===== src/rtl/mem_arbiter_pkg.sv =====
// Shared types and helpers for the byte-serial memory arbiter.
package mem_arbiter_pkg;

  typedef enum logic [1:0] {
    StIdle,
    StIfRd,
    StLsRd,
    StLsWr
  } state_e;

  localparam logic [1:0] SZ_B = 2'b00;
  localparam logic [1:0] SZ_H = 2'b01;
  localparam logic [1:0] SZ_W = 2'b10;

  // Size 2'b11 is treated as a word, same as SZ_W.
  function automatic logic [2:0] size_to_beats(input logic [1:0] size);
    case (size)
      SZ_B:    return 3'd1;
      SZ_H:    return 3'd2;
      default: return 3'd4;
    endcase
  endfunction

  function automatic logic is_io_region(input logic [1:0] region_bits);
    return region_bits == 2'b11;
  endfunction

endpackage


===== src/rtl/mem_arbiter_if.sv =====
// Fetch, load/store and RAM-side signals of the memory arbiter.
interface mem_arbiter_if #(
  parameter int unsigned ADDR_W = 32
) ();

  logic              if_req;
  logic [ADDR_W-1:0] if_addr;
  logic              if_flush;
  logic              if_done;
  logic [31:0]       if_data;

  logic              ls_req;
  logic              ls_we;
  logic [1:0]        ls_size;
  logic [ADDR_W-1:0] ls_addr;
  logic [31:0]       ls_wdata;
  logic              ls_done;
  logic [31:0]       ls_rdata;

  logic [7:0]        mem_din;
  logic [7:0]        mem_dout;
  logic [ADDR_W-1:0] mem_a;
  logic              mem_wr;
  logic              io_buffer_full;
  logic              busy;

  modport slave (
    input  if_req, if_addr, if_flush,
    output if_done, if_data,
    input  ls_req, ls_we, ls_size, ls_addr, ls_wdata,
    output ls_done, ls_rdata,
    input  mem_din, io_buffer_full,
    output mem_dout, mem_a, mem_wr, busy
  );

  modport master (
    output if_req, if_addr, if_flush,
    input  if_done, if_data,
    output ls_req, ls_we, ls_size, ls_addr, ls_wdata,
    input  ls_done, ls_rdata,
    output mem_din, io_buffer_full,
    input  mem_dout, mem_a, mem_wr, busy
  );

endinterface


===== src/rtl/mem_byte_assembler.sv =====
// Collects read bytes into a 32-bit word by beat index; cleared when an access starts.
module mem_byte_assembler (
  input  logic        clk_i,
  input  logic        rst_i,
  input  logic        en_i,
  input  logic        clear_i,
  input  logic        capture_i,
  input  logic [1:0]  idx_i,
  input  logic [7:0]  byte_i,
  output logic [31:0] data_o
);

  logic [31:0] data_q, data_d;

  always_comb begin
    data_d = data_q;
    if (clear_i) begin
      data_d = '0;
    end else if (capture_i) begin
      data_d[{idx_i, 3'b000} +: 8] = byte_i;
    end
  end

  always_ff @(posedge clk_i) begin
    if (rst_i) begin
      data_q <= '0;
    end else if (en_i) begin
      data_q <= data_d;
    end
  end

  // Includes this cycle's capture so the final byte is visible in the completion cycle.
  assign data_o = data_d;

endmodule


===== src/rtl/mem_arbiter.sv =====
// Single byte-wide RAM port arbiter: LS has priority over IF, accesses are serialised into
// byte beats, and fetches can be aborted by a branch flush.
module mem_arbiter
  import mem_arbiter_pkg::*;
#(
  parameter int unsigned ADDR_W = 32,
  parameter int unsigned IO_BIT = 17
) (
  input  logic           clk_in,
  input  logic           rst_in,
  input  logic           rdy_in,
  mem_arbiter_if.slave   bus
);

  state_e            state_q, state_d;
  logic [2:0]        count_q, count_d;
  logic [2:0]        beats_q, beats_d;
  logic [ADDR_W-1:0] addr_q, addr_d;
  logic [31:0]       wdata_q, wdata_d;
  logic [ADDR_W-1:0] mem_a_q, mem_a_d;
  logic [7:0]        mem_dout_q, mem_dout_d;
  logic              wr_q, wr_d;
  logic              if_done_q, if_done_d;
  logic              ls_done_q, ls_done_d;
  logic [31:0]       if_data_q, if_data_d;
  logic [31:0]       ls_rdata_q, ls_rdata_d;
  logic              busy_q, busy_d;

  logic              ls_io_blocked, ls_accept, if_accept;
  logic              asm_clear, asm_capture;
  logic [31:0]       asm_data;
  logic [ADDR_W-1:0] next_addr;
  logic [1:0]        next_idx, cap_idx;

  assign ls_io_blocked = bus.ls_we && bus.io_buffer_full &&
                         is_io_region(bus.ls_addr[IO_BIT:IO_BIT-1]);
  assign ls_accept     = bus.ls_req && !ls_done_q && !ls_io_blocked;
  assign if_accept     = bus.if_req && !if_done_q && !bus.if_flush;

  assign next_addr = addr_q + ADDR_W'(count_q) + ADDR_W'(1);
  assign next_idx  = count_q[1:0] + 2'd1;
  // Reads capture one cycle behind the issued address.
  assign cap_idx   = count_q[1:0] - 2'd1;

  mem_byte_assembler u_assembler (
    .clk_i     (clk_in),
    .rst_i     (rst_in),
    .en_i      (rdy_in),
    .clear_i   (asm_clear),
    .capture_i (asm_capture),
    .idx_i     (cap_idx),
    .byte_i    (bus.mem_din),
    .data_o    (asm_data)
  );

  always_comb begin
    state_d     = state_q;
    count_d     = count_q;
    beats_d     = beats_q;
    addr_d      = addr_q;
    wdata_d     = wdata_q;
    mem_a_d     = mem_a_q;
    mem_dout_d  = mem_dout_q;
    wr_d        = wr_q;
    if_done_d   = 1'b0;
    ls_done_d   = 1'b0;
    if_data_d   = if_data_q;
    ls_rdata_d  = ls_rdata_q;
    asm_clear   = 1'b0;
    asm_capture = 1'b0;

    unique case (state_q)
      StIdle: begin
        if (ls_accept) begin
          state_d   = bus.ls_we ? StLsWr : StLsRd;
          beats_d   = size_to_beats(bus.ls_size);
          addr_d    = bus.ls_addr;
          mem_a_d   = bus.ls_addr;
          wdata_d   = bus.ls_wdata;
          count_d   = 3'd0;
          asm_clear = 1'b1;
          if (bus.ls_we) begin
            wr_d       = 1'b1;
            mem_dout_d = bus.ls_wdata[7:0];
          end
        end else if (if_accept) begin
          state_d   = StIfRd;
          beats_d   = 3'd4;
          addr_d    = bus.if_addr;
          mem_a_d   = bus.if_addr;
          count_d   = 3'd0;
          asm_clear = 1'b1;
        end
      end

      StIfRd, StLsRd: begin
        if (state_q == StIfRd && bus.if_flush) begin
          state_d = StIdle;
          count_d = 3'd0;
        end else begin
          asm_capture = (count_q != 3'd0);
          if (count_q == beats_q) begin
            state_d = StIdle;
            count_d = 3'd0;
            if (state_q == StIfRd) begin
              if_done_d = 1'b1;
              if_data_d = asm_data;
            end else begin
              ls_done_d  = 1'b1;
              ls_rdata_d = asm_data;
            end
          end else begin
            count_d = count_q + 3'd1;
            if ((count_q + 3'd1) < beats_q) begin
              mem_a_d = next_addr;
            end
          end
        end
      end

      StLsWr: begin
        if (count_q == beats_q - 3'd1) begin
          state_d   = StIdle;
          count_d   = 3'd0;
          wr_d      = 1'b0;
          ls_done_d = 1'b1;
        end else begin
          count_d    = count_q + 3'd1;
          mem_a_d    = next_addr;
          mem_dout_d = wdata_q[{next_idx, 3'b000} +: 8];
        end
      end

      default: state_d = StIdle;
    endcase

    busy_d = (state_d != StIdle);
  end

  always_ff @(posedge clk_in) begin
    if (rst_in) begin
      state_q    <= StIdle;
      count_q    <= '0;
      beats_q    <= '0;
      addr_q     <= '0;
      wdata_q    <= '0;
      mem_a_q    <= '0;
      mem_dout_q <= '0;
      wr_q       <= 1'b0;
      if_done_q  <= 1'b0;
      ls_done_q  <= 1'b0;
      if_data_q  <= '0;
      ls_rdata_q <= '0;
      busy_q     <= 1'b0;
    end else if (rdy_in) begin
      state_q    <= state_d;
      count_q    <= count_d;
      beats_q    <= beats_d;
      addr_q     <= addr_d;
      wdata_q    <= wdata_d;
      mem_a_q    <= mem_a_d;
      mem_dout_q <= mem_dout_d;
      wr_q       <= wr_d;
      if_done_q  <= if_done_d;
      ls_done_q  <= ls_done_d;
      if_data_q  <= if_data_d;
      ls_rdata_q <= ls_rdata_d;
      busy_q     <= busy_d;
    end
  end

  assign bus.mem_a    = mem_a_q;
  assign bus.mem_dout = mem_dout_q;
  assign bus.mem_wr   = wr_q & rdy_in;
  assign bus.if_done  = if_done_q;
  assign bus.if_data  = if_data_q;
  assign bus.ls_done  = ls_done_q;
  assign bus.ls_rdata = ls_rdata_q;
  assign bus.busy     = busy_q;

endmodule


===== src/flat_wrapper.sv =====
// flat-port wrapper written by rule: the top's interface ports become plain ports
module mem_arbiter_flat import mem_arbiter_pkg::*;
#(
  parameter int unsigned ADDR_W = 32,
  parameter int unsigned IO_BIT = 17
)
  (clk_in, rst_in, rdy_in, bus_if_req, bus_if_addr, bus_if_flush, bus_if_done, bus_if_data, bus_ls_req, bus_ls_we, bus_ls_size, bus_ls_addr, bus_ls_wdata, bus_ls_done, bus_ls_rdata, bus_mem_din, bus_io_buffer_full, bus_mem_dout, bus_mem_a, bus_mem_wr, bus_busy);
  mem_arbiter_if #(.ADDR_W(ADDR_W)) bus_i ();
  input  logic clk_in;
  input  logic rst_in;
  input  logic rdy_in;
  input wire logic [$bits(bus_i.if_req)-1:0] bus_if_req;
  input wire logic [$bits(bus_i.if_addr)-1:0] bus_if_addr;
  input wire logic [$bits(bus_i.if_flush)-1:0] bus_if_flush;
  output wire logic [$bits(bus_i.if_done)-1:0] bus_if_done;
  output wire logic [$bits(bus_i.if_data)-1:0] bus_if_data;
  input wire logic [$bits(bus_i.ls_req)-1:0] bus_ls_req;
  input wire logic [$bits(bus_i.ls_we)-1:0] bus_ls_we;
  input wire logic [$bits(bus_i.ls_size)-1:0] bus_ls_size;
  input wire logic [$bits(bus_i.ls_addr)-1:0] bus_ls_addr;
  input wire logic [$bits(bus_i.ls_wdata)-1:0] bus_ls_wdata;
  output wire logic [$bits(bus_i.ls_done)-1:0] bus_ls_done;
  output wire logic [$bits(bus_i.ls_rdata)-1:0] bus_ls_rdata;
  input wire logic [$bits(bus_i.mem_din)-1:0] bus_mem_din;
  input wire logic [$bits(bus_i.io_buffer_full)-1:0] bus_io_buffer_full;
  output wire logic [$bits(bus_i.mem_dout)-1:0] bus_mem_dout;
  output wire logic [$bits(bus_i.mem_a)-1:0] bus_mem_a;
  output wire logic [$bits(bus_i.mem_wr)-1:0] bus_mem_wr;
  output wire logic [$bits(bus_i.busy)-1:0] bus_busy;
  assign bus_i.if_req = bus_if_req;
  assign bus_i.if_addr = bus_if_addr;
  assign bus_i.if_flush = bus_if_flush;
  assign bus_if_done = bus_i.if_done;
  assign bus_if_data = bus_i.if_data;
  assign bus_i.ls_req = bus_ls_req;
  assign bus_i.ls_we = bus_ls_we;
  assign bus_i.ls_size = bus_ls_size;
  assign bus_i.ls_addr = bus_ls_addr;
  assign bus_i.ls_wdata = bus_ls_wdata;
  assign bus_ls_done = bus_i.ls_done;
  assign bus_ls_rdata = bus_i.ls_rdata;
  assign bus_i.mem_din = bus_mem_din;
  assign bus_i.io_buffer_full = bus_io_buffer_full;
  assign bus_mem_dout = bus_i.mem_dout;
  assign bus_mem_a = bus_i.mem_a;
  assign bus_mem_wr = bus_i.mem_wr;
  assign bus_busy = bus_i.busy;
  mem_arbiter #(.ADDR_W(ADDR_W), .IO_BIT(IO_BIT)) u_core (.clk_in(clk_in), .rst_in(rst_in), .rdy_in(rdy_in), .bus(bus_i));
endmodule

===== config.mk =====
export PLATFORM = sky130hd
export DESIGN_NAME = mem_arbiter_flat
export DESIGN_NICKNAME = d
export VERILOG_FILES = /design/src/rtl/mem_arbiter_pkg.sv /design/src/rtl/mem_arbiter_if.sv /design/src/rtl/mem_byte_assembler.sv /design/src/rtl/mem_arbiter.sv /design/src/flat_wrapper.sv
export SDC_FILE = /design/constraint.sdc
export NUM_CORES = 1
export LEC_CHECK = 0
export CORE_MARGIN = 2
export CORE_UTILIZATION = 41
export CTS_BUF_LIST = sky130_fd_sc_hd__clkbuf_16
export CTS_CLUSTER_SIZE = 16
export DETAILED_ROUTE_END_ITERATION = 7
export MAX_ROUTING_LAYER = met4
export PLACE_DENSITY = 0.76
export SLEW_MARGIN = 20
export SYNTH_ARGS = -nofsm -noshare
export SYNTH_HDL_FRONTEND = slang
export SYNTH_SLANG_ARGS = --single-unit

===== constraint.sdc =====
create_clock -name clk_in -period 2.9 [get_ports clk_in]
set_input_delay 0.58 -clock clk_in [delete_from_list [all_inputs] [get_ports clk_in]]
set_output_delay 0.58 -clock clk_in [all_outputs]
set_load 0.1 [all_outputs]

==> results.toml, run 1 <==
[placed_design]
port_buffers = 221
gp_congestion = 0.840
dp_hpwl_mm = 19.2
dp_cells = 1702

[sta]
rsz0062_at_grt = "no"
hold_viol = 0
finalCritPeriodShare_pct = 88.5
skew_ns = 0.0117
worst_pin_slew_ns = 0.757
min_period_ns = 2.57
setup_viol = 0
finalSetupTns_ns = 0
drv_slew = 0
relSlewSlack_pct = 49.4
max_freq_ghz = 0.389

[floorplanning]
rows = 56
die_area_um2 = 25400
die_w_um = 159
io_pins = 222
start_util_pct = 42.0
fp.dieH_um = 159
core_um2 = 23600

[setup_path]
cp-startpoint = "u_core.count_q[0]"
path_common_cell = "ha_1"
rr_startpoint = "u_core.count_q[0]"
startpoint_type = "flip-flop"
crit_type = "reg2reg"
worstPathCellList = "buf_4 -> ha_1 -> xor2_1 -> ha_1 -> o21ai_0 -> a21boi_1 -> or4_4 -> nand2_1 -> a21oi_1"
arrival_ns = 2.94
slowest_delay_ns = 0.70
slowest_stage = "or4_4"
worstPathRequired_ns = 3.28
cpLargestDelayFamily = "simple AND/OR/NAND/NOR gates"
cp.buffers_inverters = 1
end_kind = "flip-flop"
cp_max_fo = 32

[cts]
cts_root_buf = "clkbuf_16"
clk_latency_ns = 0.52
cts.sink_count = 212
post_cts_buffers = 0
cts_hold_buffers = 0
numCtsBuffers = 24
cts_tree = "built"
clk_pin_slew_ns = 0.06
h-tree-depth = 1
cts_resized = 0
clk_path_buf_depth = 3

[routing]
routed-wl-met3_mm = 1.63
wl_met1_mm = 12.4
ant_nets = 0
wl_per_cell_um = 15.8
drc_errors = 0
vias = 9168
first_iter_violations = 594
first_pass_iters = 4
dr.max_layer_used = "met4"
vias_per_cell = 5.25
wl_met2_mm = 13.1
wl_mm = 27.7

[synthesis]
synth_top_area_share_pct = 42.8
synth_top_cells_by_area = "dfxtp_1 (43%), nand2_1 (12%), a21oi_1 (9.1%)"
synthDistinctLibCells = 49
yosysSeqAreaShare_pct = 42.8
async_flop_share_pct = 0
synth_edf_count = 0
yosys_warnings = 0
synth_area_per_cell_um2 = 8.09
syn_inst = 1225
ys.flop_type = "dfxtp_1"
syn_area_um2 = 9910
synth_top_cell_by_area = "dfxtp_1"
ys_seq_elements = 212
syn-num-nets = 1357

[grt]
grt_pass1_vias = 8792
grt_first_pass_wirelength_mm = 45.0
grt_max_degree = 73
grt_use_total_pct = 21.8
overflow = 0
antenna_found_initial = 1

[min_path]
min_path_type = "in2reg"
min_from = "rdy_in"

[finish]
layout.cells.non_filler = 1747
drive_gt1_share_pct = 13.7
area_growth_syn_to_layout_pct = 31.6
layout.nets = 1541

[power_and_ir_drop]
p_per_area_nw_per_um2 = 612
peakVddDrop_v = 0.000338
p_leak_nw = 5.05

[status]
status = "finished clean"

[run]
cap_viol_max_count = 0
-- worst paths after layout --
check | to | slack [ns] | cells after the start
max | u_core.bus.mem_a[27] | 0.33 | 9
min | u_core.bus.if_done | 0.43 | 4
max reg2reg | u_core.bus.mem_a[27] | 0.33 | 9
min reg2reg | u_core.wdata_q[0] | 0.45 | 2
-- cells in the mapped netlist (5+ instances only) --
master      n
buf_2      15
mux2i_1    75
nand2_1   305
a211oi_1   33
and3_1     11
o211ai_1   30
and4_1      5
inv_1      15
nand4_1     6
xnor2_1    11
nor4_1      6
clkbuf_1   63
xor2_1     23
dfxtp_1   212
a21oi_1   180
nand3_1    50
mux4_2      8
nor3_1     14
a311oi_1    8
ha_1       17
nor2_1     82
buf_1       5
-- where the power goes --
part	total, mW	switching (mW)	internal (mW)
registers	3.16	0.104	3.05
logic	1.51	1.01	0.500
clock network	3.32	1.23	2.09
total	7.98	2.34	5.65
-- layer usage --
| layer | up-vias | global-route usage [%] |
|---|---|---|
| li1 | 4578 | - |
| met4 | 0 | 5.83 |
| met1 | 4284 | 27.9 |
| met2 | 262 | 35.8 |
| met3 | 44 | 3.62 |
| met5 | - | - |
-- area by class of cell --
| class | count | area [um^2] |
|---|---|---|
| Antenna cell | 1 | 2.50 |
| Clock buffer | 25 | 626 |
| Clock inverter | 19 | 244 |
| Fill cell | 2181 | 10600 |
| Inverter | 17 | 63.8 |
| Multi-Input combinational cell | 905 | 5210 |
| Sequential cell | 212 | 4240 |
| Tap cell | 319 | 399 |
| Timing Repair Buffer | 249 | 2250 |
-- cell families after synthesis --
group,share of synthesized area (%)
simple gates,21.4
compound gates,16.1
flops,42.8
buf+inv,4.74
mux,9.40
xor+xnor,3.23
fa+ha+maj,2.35
-- flip-flops by register name (all words and copies together), names as in the netlist --
name	cells
u_core.bus.ls_done	1
u_core.state_q	2
u_core.bus.ls_rdata	32
u_core.wr_q	1
u_core.bus.mem_dout	8
u_core.bus.busy	1
u_core.bus.if_data	32
u_core.bus.mem_a	32
u_core.count_q	3
u_core.addr_q	32
u_core.wdata_q	32
u_core.bus.if_done	1
u_core.u_assembler.data_q	32
u_core.beats_q	3
-- placed cells by master (no fill, tap or decap), types with 5 or more instances in the layout --
cell / instances
and4_1: 5
nand3_1: 50
a21oi_1: 180
nand4_1: 6
mux2i_1: 75
a211oi_1: 33
xor2_1: 23
clkdlybuf4s50_1: 111
o211ai_1: 30
a311oi_1: 8
nor4_1: 6
ha_1: 16
mux4_2: 8
xnor2_1: 11
bufinv_16: 6
buf_4: 128
clkbuf_16: 25
dfxtp_1: 212
nor3_1: 14
nor2_1: 81
nand2_1: 305
buf_12: 8
and3_1: 11
clkinv_1: 8
inv_1: 16
-- stage by stage --
stage	power [mW]	cell area [um^2]	setup slack [ns]	hold slack [ns]	util, %
after floorplan	4.27	9910	0.295	0.433	-
after global placement	4.71	12200	0.225	0.439	51.5
after detailed placement	4.73	12200	0.160	0.447	51.5
after CTS	8.05	13000	0.306	0.412	55.2
after global routing	8.27	13000	0.0948	0.444	55.2
final	7.98	13000	0.332	0.427	55.2
-- worst reg2reg max path, delay by kind of cell (launching register included) --
family                   cells  cell delay (ns)
flip-flops                   1             0.35
buffers and inverters        1             0.23
XOR/XNOR                     1             0.18
AO/OA/AOI/OAI                3             0.31
adder cells (fa/ha/maj)      2             0.48
AND/OR/NAND/NOR              2             0.87
No activity file was read; power rests on OpenSTA's default activity.
==> run 2, diff against run 1 <==
Settings changed: PLACE_DENSITY 0.76 to default, PLACE_DENSITY_LB_ADDON from default to 0.08.
==> results.toml, run 2 (synthesis results as in run 1) <==
[status]
status = "finished clean"

[cts]
cts_root_buf = "clkbuf_16"
clk_pin_slew_ns = 0.07
clk_latency_ns = 0.52
h-tree-depth = 1
cts.sink_count = 212
clk_path_buf_depth = 3
cts_tree = "built"
cts_resized = 0
post_cts_buffers = 0
numCtsBuffers = 24
cts_hold_buffers = 0

[setup_path]
crit_type = "reg2reg"
worstPathCellList = "inv_1 -> buf_4 -> ha_1 -> inv_1 -> fa_1 -> a21o_1 -> nand2_1 -> nor4_1 -> xor2_1 -> o211ai_1 -> a21oi_1"
path_common_cell = "inv_1"
slowest_stage = "nor4_1"
cp_max_fo = 6
slowest_delay_ns = 0.47
arrival_ns = 3.00
end_kind = "flip-flop"
worstPathRequired_ns = 3.29
startpoint_type = "flip-flop"

[placed_design]
port_buffers = 221
dp_hpwl_mm = 19.2
gp_congestion = 0.819
dp_cells = 1707
pre_cts_slack_ns = 0.154

[floorplanning]
io_pins = 222
rows = 56
core_um2 = 23600
die_area_um2 = 25400
fp.dieH_um = 159
die_w_um = 159
start_util_pct = 42.0

[grt]
antenna_found_initial = 1
grt_first_pass_wirelength_mm = 46.0
grt_use_total_pct = 22.4
grt_max_degree = 78
grt_pass1_vias = 8759
overflow = 0

[sta]
max_freq_ghz = 0.383
relSlewSlack_pct = 53.1
hold_slack_ns = 0.451
fin_ws_ns = 0.287
finalSetupTns_ns = 0
finalCritPeriodShare_pct = 90.1
min_period_ns = 2.61
setup_viol = 0
worst_pin_slew_ns = 0.702
drv_slew = 0
skew_ns = 0.0118
rsz0062_at_grt = "no"
hold_viol = 0

[routing]
first_pass_iters = 5
ant_nets = 0
wl_mm = 28.3
wl_per_cell_um = 16.2
vias_per_cell = 5.20
drc_errors = 0
vias = 9104
first_iter_violations = 422

[min_path]
min_path_type = "reg2reg"

[finish]
final_common_cell = "nand2_1"
regArea_um2 = 4240
final_cell_mix = "nand2_1 (305), dfxtp_1 (212), a21oi_1 (180), buf_4 (128), clkdlybuf4s50_1 (111)"
area_growth_syn_to_layout_pct = 32.3
drive_gt1_share_pct = 14.2
layout.cells.non_filler = 1750
fill_cells = 2259
multi_input_area_um2 = 5210
layout.nets = 1546
finalCoreUtilization_pct = 55.5

[run]
cap_viol_max_count = 0

[power_and_ir_drop]
peakVddDrop_v = 0.000439
p_leak_nw = 5.08
p_per_area_nw_per_um2 = 606
-- run 2: layout make-up --
| cell class | count | share of cell area [%] |
|---|---|---|
| multi-input cells | 905 | 39.7 |
| flip-flops and latches | 212 | 32.4 |
| repair buffers | 254 | 17.9 |
| clock buffers | 25 | 4.77 |
| well taps | 319 | 3.04 |
| clock inverters | 17 | 1.64 |
| inverters | 17 | 0.487 |
| diodes | 1 | 0.0191 |
-- run 2: final timing paths --
check / startpoint / end / slack, ns / depth (start not counted)
min reg2reg: u_core.bus.mem_a[20] / u_core.bus.mem_a[20] / 0.45 / 2
max reg2reg: u_core.count_q[0] / u_core.bus.mem_a[28] / 0.29 / 11
min: u_core.bus.mem_a[20] / u_core.bus.mem_a[20] / 0.45 / 2
max: u_core.count_q[0] / u_core.bus.mem_a[28] / 0.29 / 11
-- run 2: layer usage --
| layer | GRT usage [%] | wire (um) |
|---|---|---|
| met2 | 34.3 | 12300 |
| met1 | 30.9 | 13800 |
| met3 | 3.18 | 1320 |
| met5 | - | 0 |
| met4 | 6.36 | 790 |
-- run 2: report_power, final --
group	switching (mW)	internal, mW	leakage (nW)	total [mW]
clock	1.24	2.00	0.411	3.24
sequential	0.103	3.05	1.72	3.15
combinational	1.03	0.524	2.95	1.55
total	2.37	5.58	5.08	7.95
-- run 2: stage by stage --
| step | instance area [um^2] | power (mW) |
|---|---|---|
| final | 13100 | 7.95 |
| after global routing | 13100 | 8.25 |
| after detailed placement | 12300 | 4.78 |
| after global placement | 12300 | 4.76 |
| after floorplan | 9910 | 4.27 |
| after CTS | 13100 | 8.04 |
-- run 2: critical path, delay by kind of cell, from the launching register on --
kind	cells	cell delay, ns
flip-flops	1	0.46
AO/OA/AOI/OAI	3	0.49
XOR/XNOR	1	0.12
AND/OR/NAND/NOR	2	0.70
adder cells (fa/ha/maj)	2	0.39
buffers and inverters	3	0.34
==> edit 1 (config.mk and constraints of run 2) <==
`ADDR_W` is set to 32 in 3 places; all go to 24.
--- a/src/rtl/mem_arbiter_if.sv
+++ b/src/rtl/mem_arbiter_if.sv
@@ -1,6 +1,6 @@
 // Fetch, load/store and RAM-side signals of the memory arbiter.
 interface mem_arbiter_if #(
-  parameter int unsigned ADDR_W = 32
+  parameter int unsigned ADDR_W = 24
 ) ();
 
   logic              if_req;
--- a/src/rtl/mem_arbiter.sv
+++ b/src/rtl/mem_arbiter.sv
@@ -3,7 +3,7 @@
 module mem_arbiter
   import mem_arbiter_pkg::*;
 #(
-  parameter int unsigned ADDR_W = 32,
+  parameter int unsigned ADDR_W = 24,
   parameter int unsigned IO_BIT = 17
 ) (
   input  logic           clk_in,
--- a/src/flat_wrapper.sv
+++ b/src/flat_wrapper.sv
@@ -1,7 +1,7 @@
 // flat-port wrapper written by rule: the top's interface ports become plain ports
 module mem_arbiter_flat import mem_arbiter_pkg::*;
 #(
-  parameter int unsigned ADDR_W = 32,
+  parameter int unsigned ADDR_W = 24,
   parameter int unsigned IO_BIT = 17
 )
   (clk_in, rst_in, rdy_in, bus_if_req, bus_if_addr, bus_if_flush, bus_if_done, bus_if_data, bus_ls_req, bus_ls_we, bus_ls_size, bus_ls_addr, bus_ls_wdata, bus_ls_done, bus_ls_rdata, bus_mem_din, bus_io_buffer_full, bus_mem_dout, bus_mem_a, bus_mem_wr, bus_busy);
Ports: changed (resized bus_if_addr, bus_ls_addr and bus_mem_a); port bits go from 222 to 198. The function was not compared with the original's and may differ.
==> edit 1 against run 2 <==
Final cell count is 2.5% lower; sequential cell count decreased by 16; via count grew 4.3%; design area decreased by 2.8%; power is 15% lower; worst setup slack lost 0.036 ns; synthesized area increased by 0.91%; fmax shrank 1.4%; critical path depth fell by 2; first-iteration DRC count increased by 66%; wire length increased by 6.6%; critical endpoint is now u_core.bus.mem_a[2]; largest cell class unchanged; largest power group is now registers; highest routed layer unchanged.
==> edit 1: results (changes against run 2) <==
NumNets Final 1484 (-4.0%); #FFs+latches synth 196 (-7.5%); multiplexer share of the synthesized area 8.35% (-1.0 points); Worst Hold End u_core.addr_q[5]; Synthesized Nets 1330 (-2.0%); Hold Crit Start rst_in; r2r setup slk 0.25 ns (-0.04 ns); overall routing resource usage 24.0% (+1.6 points); Max Clk Rate 0.378 GHz (-1.4%); fraction of the mapped netlist area in compound gates 20.3% (+4.2 points); clk_lat worst skew 0.44 ns (-0.08 ns); top cells by area in the synthesized netlist dfxtp_1 (39%), nand2_1 (8.1%), a21oi_1 (5.9%); Static Leak 4.80 nW (-5.7%); gpl congestion 0.857 (+4.6%); worst hold path type input pin to flip-flop; Commonest cells post-synth nand2_1 (215), dfxtp_1 (196), a21oi_1 (118); Peak VDD IR 0.392 mV (-11%); pre-CTS WS 0.105 ns (-0.0492 ns); clock tree buffer depth 2 (-1); Clock Skews 0.0149 ns (+0.00311 ns); global-route wire length before repair 48500 µm (+5.5%); outcome finished clean; DRT iter0 DRCs 702 (+66%); vias in the first global route 8975 (+2.5%); via count 9499 (+4.3%); CTS H-tree depth 4 (+3); Synth Area in XOR/XNOR 1.29% (-1.9 points); worst-margin pin slew 0.768 ns (+0.0661 ns); Synth Area in Adders 2.33% (-0.021 points); via-per-instance ratio 5.57 (+7.0%); Worst R2R End u_core.bus.mem_a[2]; CP Data Arrival Time 2.94 ns (-0.06 ns); Routed WL per cell 17.7 µm (+9.3%); pin count of the biggest net entering global routing 73 (-6.4%); post-DP HPWL 20600 µm (+7.4%)
-- edit 1: changes by cell type in the layout (fill, tap and decap cells not counted), moves of 25 or more --
cell,change
o31ai_1,+29
o21ai_0,+25
o211ai_1,-25
a21oi_1,-62
nand4_1,+30
nand2_1,-90
-- edit 1: report_power, final --
part           internal, mW  switching [mW]  total [mW]
sequential             2.80          0.0881        2.89
clock                  1.24            1.21        2.45
combinational         0.478           0.946        1.42
-- edit 1: worst reg2reg max path: stages, from the launching register on --
cell     delay [ns]
dfxtp_2        0.35
inv_1          0.10
ha_1           0.33
ha_1           0.27
nor2b_1        0.12
o21a_1         0.19
o41a_1         0.59
buf_4          0.28
o21ai_0        0.17
a21oi_1        0.09
-- edit 1: how the worst max path moves through the flow --
stage                     slack [ns]                           end              start  cells after the start
after global routing            0.11          u_core.bus.mem_a[20]  u_core.count_q[0]                      8
final                           0.25           u_core.bus.mem_a[2]  u_core.count_q[0]                      9
after global placement          0.11  u_core.u_assembler.data_q[0]         bus_if_req                      7
after detailed placement        0.10  u_core.u_assembler.data_q[1]         bus_if_req                      7
after CTS                       0.24           u_core.bus.mem_a[5]  u_core.count_q[0]                      8
after floorplan                 0.01          u_core.bus.mem_a[17]  u_core.count_q[0]                     11
-- edit 1: cell families (layout without fill, tap and decap cells) --
family,count (synthesis),count (layout)
fa+ha+maj,18,18
flops,196,196
xor+xnor,13,13
buf+inv,152,319
compound gates,308,308
other cells,0,1
simple gates,455,455
mux,72,72
-- edit 1: routing by layer --
metal  track usage [%]  vias up  routed length, µm
li1                  -     4703                  -
met1              33.5     4465              14700
met2              35.5      298              13300
met3              4.55       33               1740
met4              6.35        0                448
met5                 -        -                  0
-- edit 1: cell type report --
| type | instances | area (µm²) |
|---|---|---|
| fill | 2340 | 11400 |
| multi-input combinational | 866 | 5480 |
| sequential | 196 | 3930 |
| timing repair buffer | 247 | 2170 |
| clock buffer | 17 | 425 |
| tap | 324 | 405 |
| clock inverter | 15 | 188 |
| inverter | 40 | 150 |
| antenna | 1 | 2.50 |
-- edit 1: stage by stage --
step                power, mW  hold WS (ns)
floorplan                3.88         0.433
global placement         4.36         0.439
detailed placement       4.36         0.446
CTS                      6.80         0.337
global route             7.02         0.342
finish                   6.76         0.353
==> edit 2 (settings of run 2) <==
Made on the original files. Reset style: asynchronous (`rst_i` and `rst_in`), changed in 2 clocked blocks.
--- a/src/rtl/mem_byte_assembler.sv
+++ b/src/rtl/mem_byte_assembler.sv
@@ -21,7 +21,7 @@
     end
   end
 
-  always_ff @(posedge clk_i) begin
+  always_ff @(posedge clk_i or posedge rst_i) begin
     if (rst_i) begin
       data_q <= '0;
     end else if (en_i) begin
--- a/src/rtl/mem_arbiter.sv
+++ b/src/rtl/mem_arbiter.sv
@@ -137,7 +137,7 @@
     busy_d = (state_d != StIdle);
   end
 
-  always_ff @(posedge clk_in) begin
+  always_ff @(posedge clk_in or posedge rst_in) begin
     if (rst_in) begin
       state_q    <= StIdle;
       count_q    <= '0;
Check against the original RTL: not equivalent (a bounded check fails within 4 cycles, from zero or initial values and one cycle with rst_in high; the reset may be asserted at any time).
==> edit 2 against run 2 <==
Wire length grew 1.3%; core utilization is 1.5 points lower; final cell count down 12%; design area rose by 6.5%; fmax fell by 5.4%; worst setup slack got worse by 0.15 ns; sequential share of layout area increased by 5.6 points; synthesized area grew 7.9%; sequential cell count is the same; largest cell class is now flip-flops and latches.
Power is not compared: it rests on default switching activity, and its combinational part moved more than twofold at a synthesized area within 25%.
==> edit 2: results (changes against run 2) <==
First-pass DRT Iterations 5 (unchanged); top cells by area in the synthesized netlist dfrtp_1 (50%), mux2_2 (17%), mux2i_1 (3.5%); Clock Skews 0.00865 ns (-0.00316 ns); Static Leak 6.28 nW; EDFF count, synth 0 (unchanged); vias in the first global route 8189 (-6.5%); worst-margin pin slew 0.783 ns (+0.0812 ns); FF-to-FF Start u_core.count_q[0]; Synth async-reset ratio 100% (+100 points); initial antenna violation count 4 (+3); Root Buffer clkbuf_16; Commonest cells post-synth dfrtp_1 (212), mux2_2 (158), nand2_1 (75); Synth Flop Type dfrtp_1; overall routing resource usage 21.3% (-1.1 points); clock tree buffer depth 3 (unchanged); DRT iter0 DRCs 595 (+41%); CTS buffer count 25 (+4.2%); Synth Warn # 0 (unchanged); Worst Hold End u_core.addr_q[0]; Post-CTS Setup Inserts 0 (unchanged); layout cells sized above 1 29.8% (+16 points); CP Data Arrival Time 3.22 ns (+0.22 ns); Worst R2R End u_core.bus.mem_a[28]; library cells used by synthesis 54 (+10%); clk_lat worst skew 0.52 ns (about the same); NumNets Final 1314 (-15%); Hold Crit Start u_core.addr_q[0]; post-CTS sizing 0 (unchanged); FF-to-FF path depth 10 (-1); Synthesized Nets 1093 (-19%); gpl congestion 0.834 (+1.8%); pin count of the biggest net entering global routing 127 (+63%); Seq/Total Area, Yosys 49.6% (+6.8 points); worst hold path type flip-flop to flip-flop; r2r setup slk 0.14 ns (-0.15 ns); via-per-instance ratio 5.45 (+4.7%); port bufs 221 (unchanged); crit path max fanout 18 (+12); CTS H-tree depth 1 (unchanged); outcome finished clean; Hold Path Stages 2 (unchanged); post-DP HPWL 20000 µm (+4.4%); Peak VDD IR 0.987 mV; CTS clock-pin slew for the worst setup and hold paths 0.06 ns; global-route wire length before repair 44800 µm (-2.6%); final WL 28700 µm (+1.3%)
-- edit 2: cell types whose count changed after synthesis, moves of 38 or more --
| cell | run 2 | this run |
|---|---|---|
| dfxtp_1 | 212 | 0 |
| a21oi_1 | 180 | 40 |
| mux2i_1 | 75 | 37 |
| nor2_1 | 82 | 26 |
| o21ai_0 | 2 | 63 |
| dfrtp_1 | 0 | 212 |
| mux2_2 | 0 | 158 |
| nand2_1 | 305 | 75 |
-- edit 2: cell families after synthesis --
group                      share of synthesized area, %
muxes                                              21.8
and+or+nand+nor                                    12.0
AOI/OAI and AO/OA                                  9.87
DFF                                                49.6
adders and majority gates                          2.18
xor gates and xnor gates                           1.36
buffers and inverters                              3.22
-- edit 2: worst max-delay path by stage --
stage,startpoint,end,slack [ns],depth (start not counted)
3_5_place_dp,bus_if_flush,u_core.bus.mem_a[15],0.03,7
5_1_grt,u_core.count_q[0],u_core.bus.mem_a[28],0.02,10
6_report,u_core.count_q[0],u_core.bus.mem_a[28],0.14,10
2_1_floorplan,rst_in,u_core.addr_q[0],-0.44,1
4_1_cts,u_core.count_q[0],u_core.bus.mem_a[28],0.10,10
3_3_place_gp,bus_if_flush,u_core.bus.mem_a[15],0.06,7
-- edit 2: metrics by stage --
stage                     setup WS [ns]  hold slack [ns]  cells  power, mW  cell area, µm²
after floorplan                  -0.436            0.450    961       9.41           10700
after global placement           0.0582            0.469   1490       11.2           13200
after detailed placement         0.0259            0.475   1490       11.3           13200
after CTS                         0.102            0.488   1534       14.2           13900
after global routing             0.0157            0.512   1538       14.9           14000
final                             0.137            0.482   1538       14.1           14000
-- edit 2: report_power, final --
part           switching [mW]  internal [mW]  leakage (nW)  total, mW
registers               0.666           3.78          2.73       4.45
logic                    4.42           2.32          3.17       6.75
clock network            1.23           1.64         0.381       2.87
total                    6.32           7.75          6.28       14.1
-- edit 2: area by class of cell --
type / count / area (µm²)
antenna: 4 / 10.0
clock inverter: 19 / 111
multi-input combinational: 662 / 5070
fill: 2331 / 11900
sequential: 212 / 5310
timing repair buffer: 257 / 2330
inverter: 24 / 93.8
clock buffer: 25 / 626
tap: 335 / 419
-- edit 2: routing by layer --
metal	vias up	part of all wire, %	wire (µm)	global-route usage [%]
met5	-	0	0	-
li1	3950	-	-	-
met3	37	7.4	2130	4.02
met1	4133	46	13200	30.2
met4	0	1.6	452	4.86
met2	257	45	12900	32.0
-- edit 2: critical path, stage by stage, from the launching register on --
cell and delay, ns:
dfrtp_1 0.35, inv_1 0.12, ha_1 0.21, inv_1 0.06, fa_1 0.21, a21oi_1 0.12, or4_4 0.56, buf_12 0.17
or4_1 0.52, a31oi_2 0.21, mux2_2 0.17
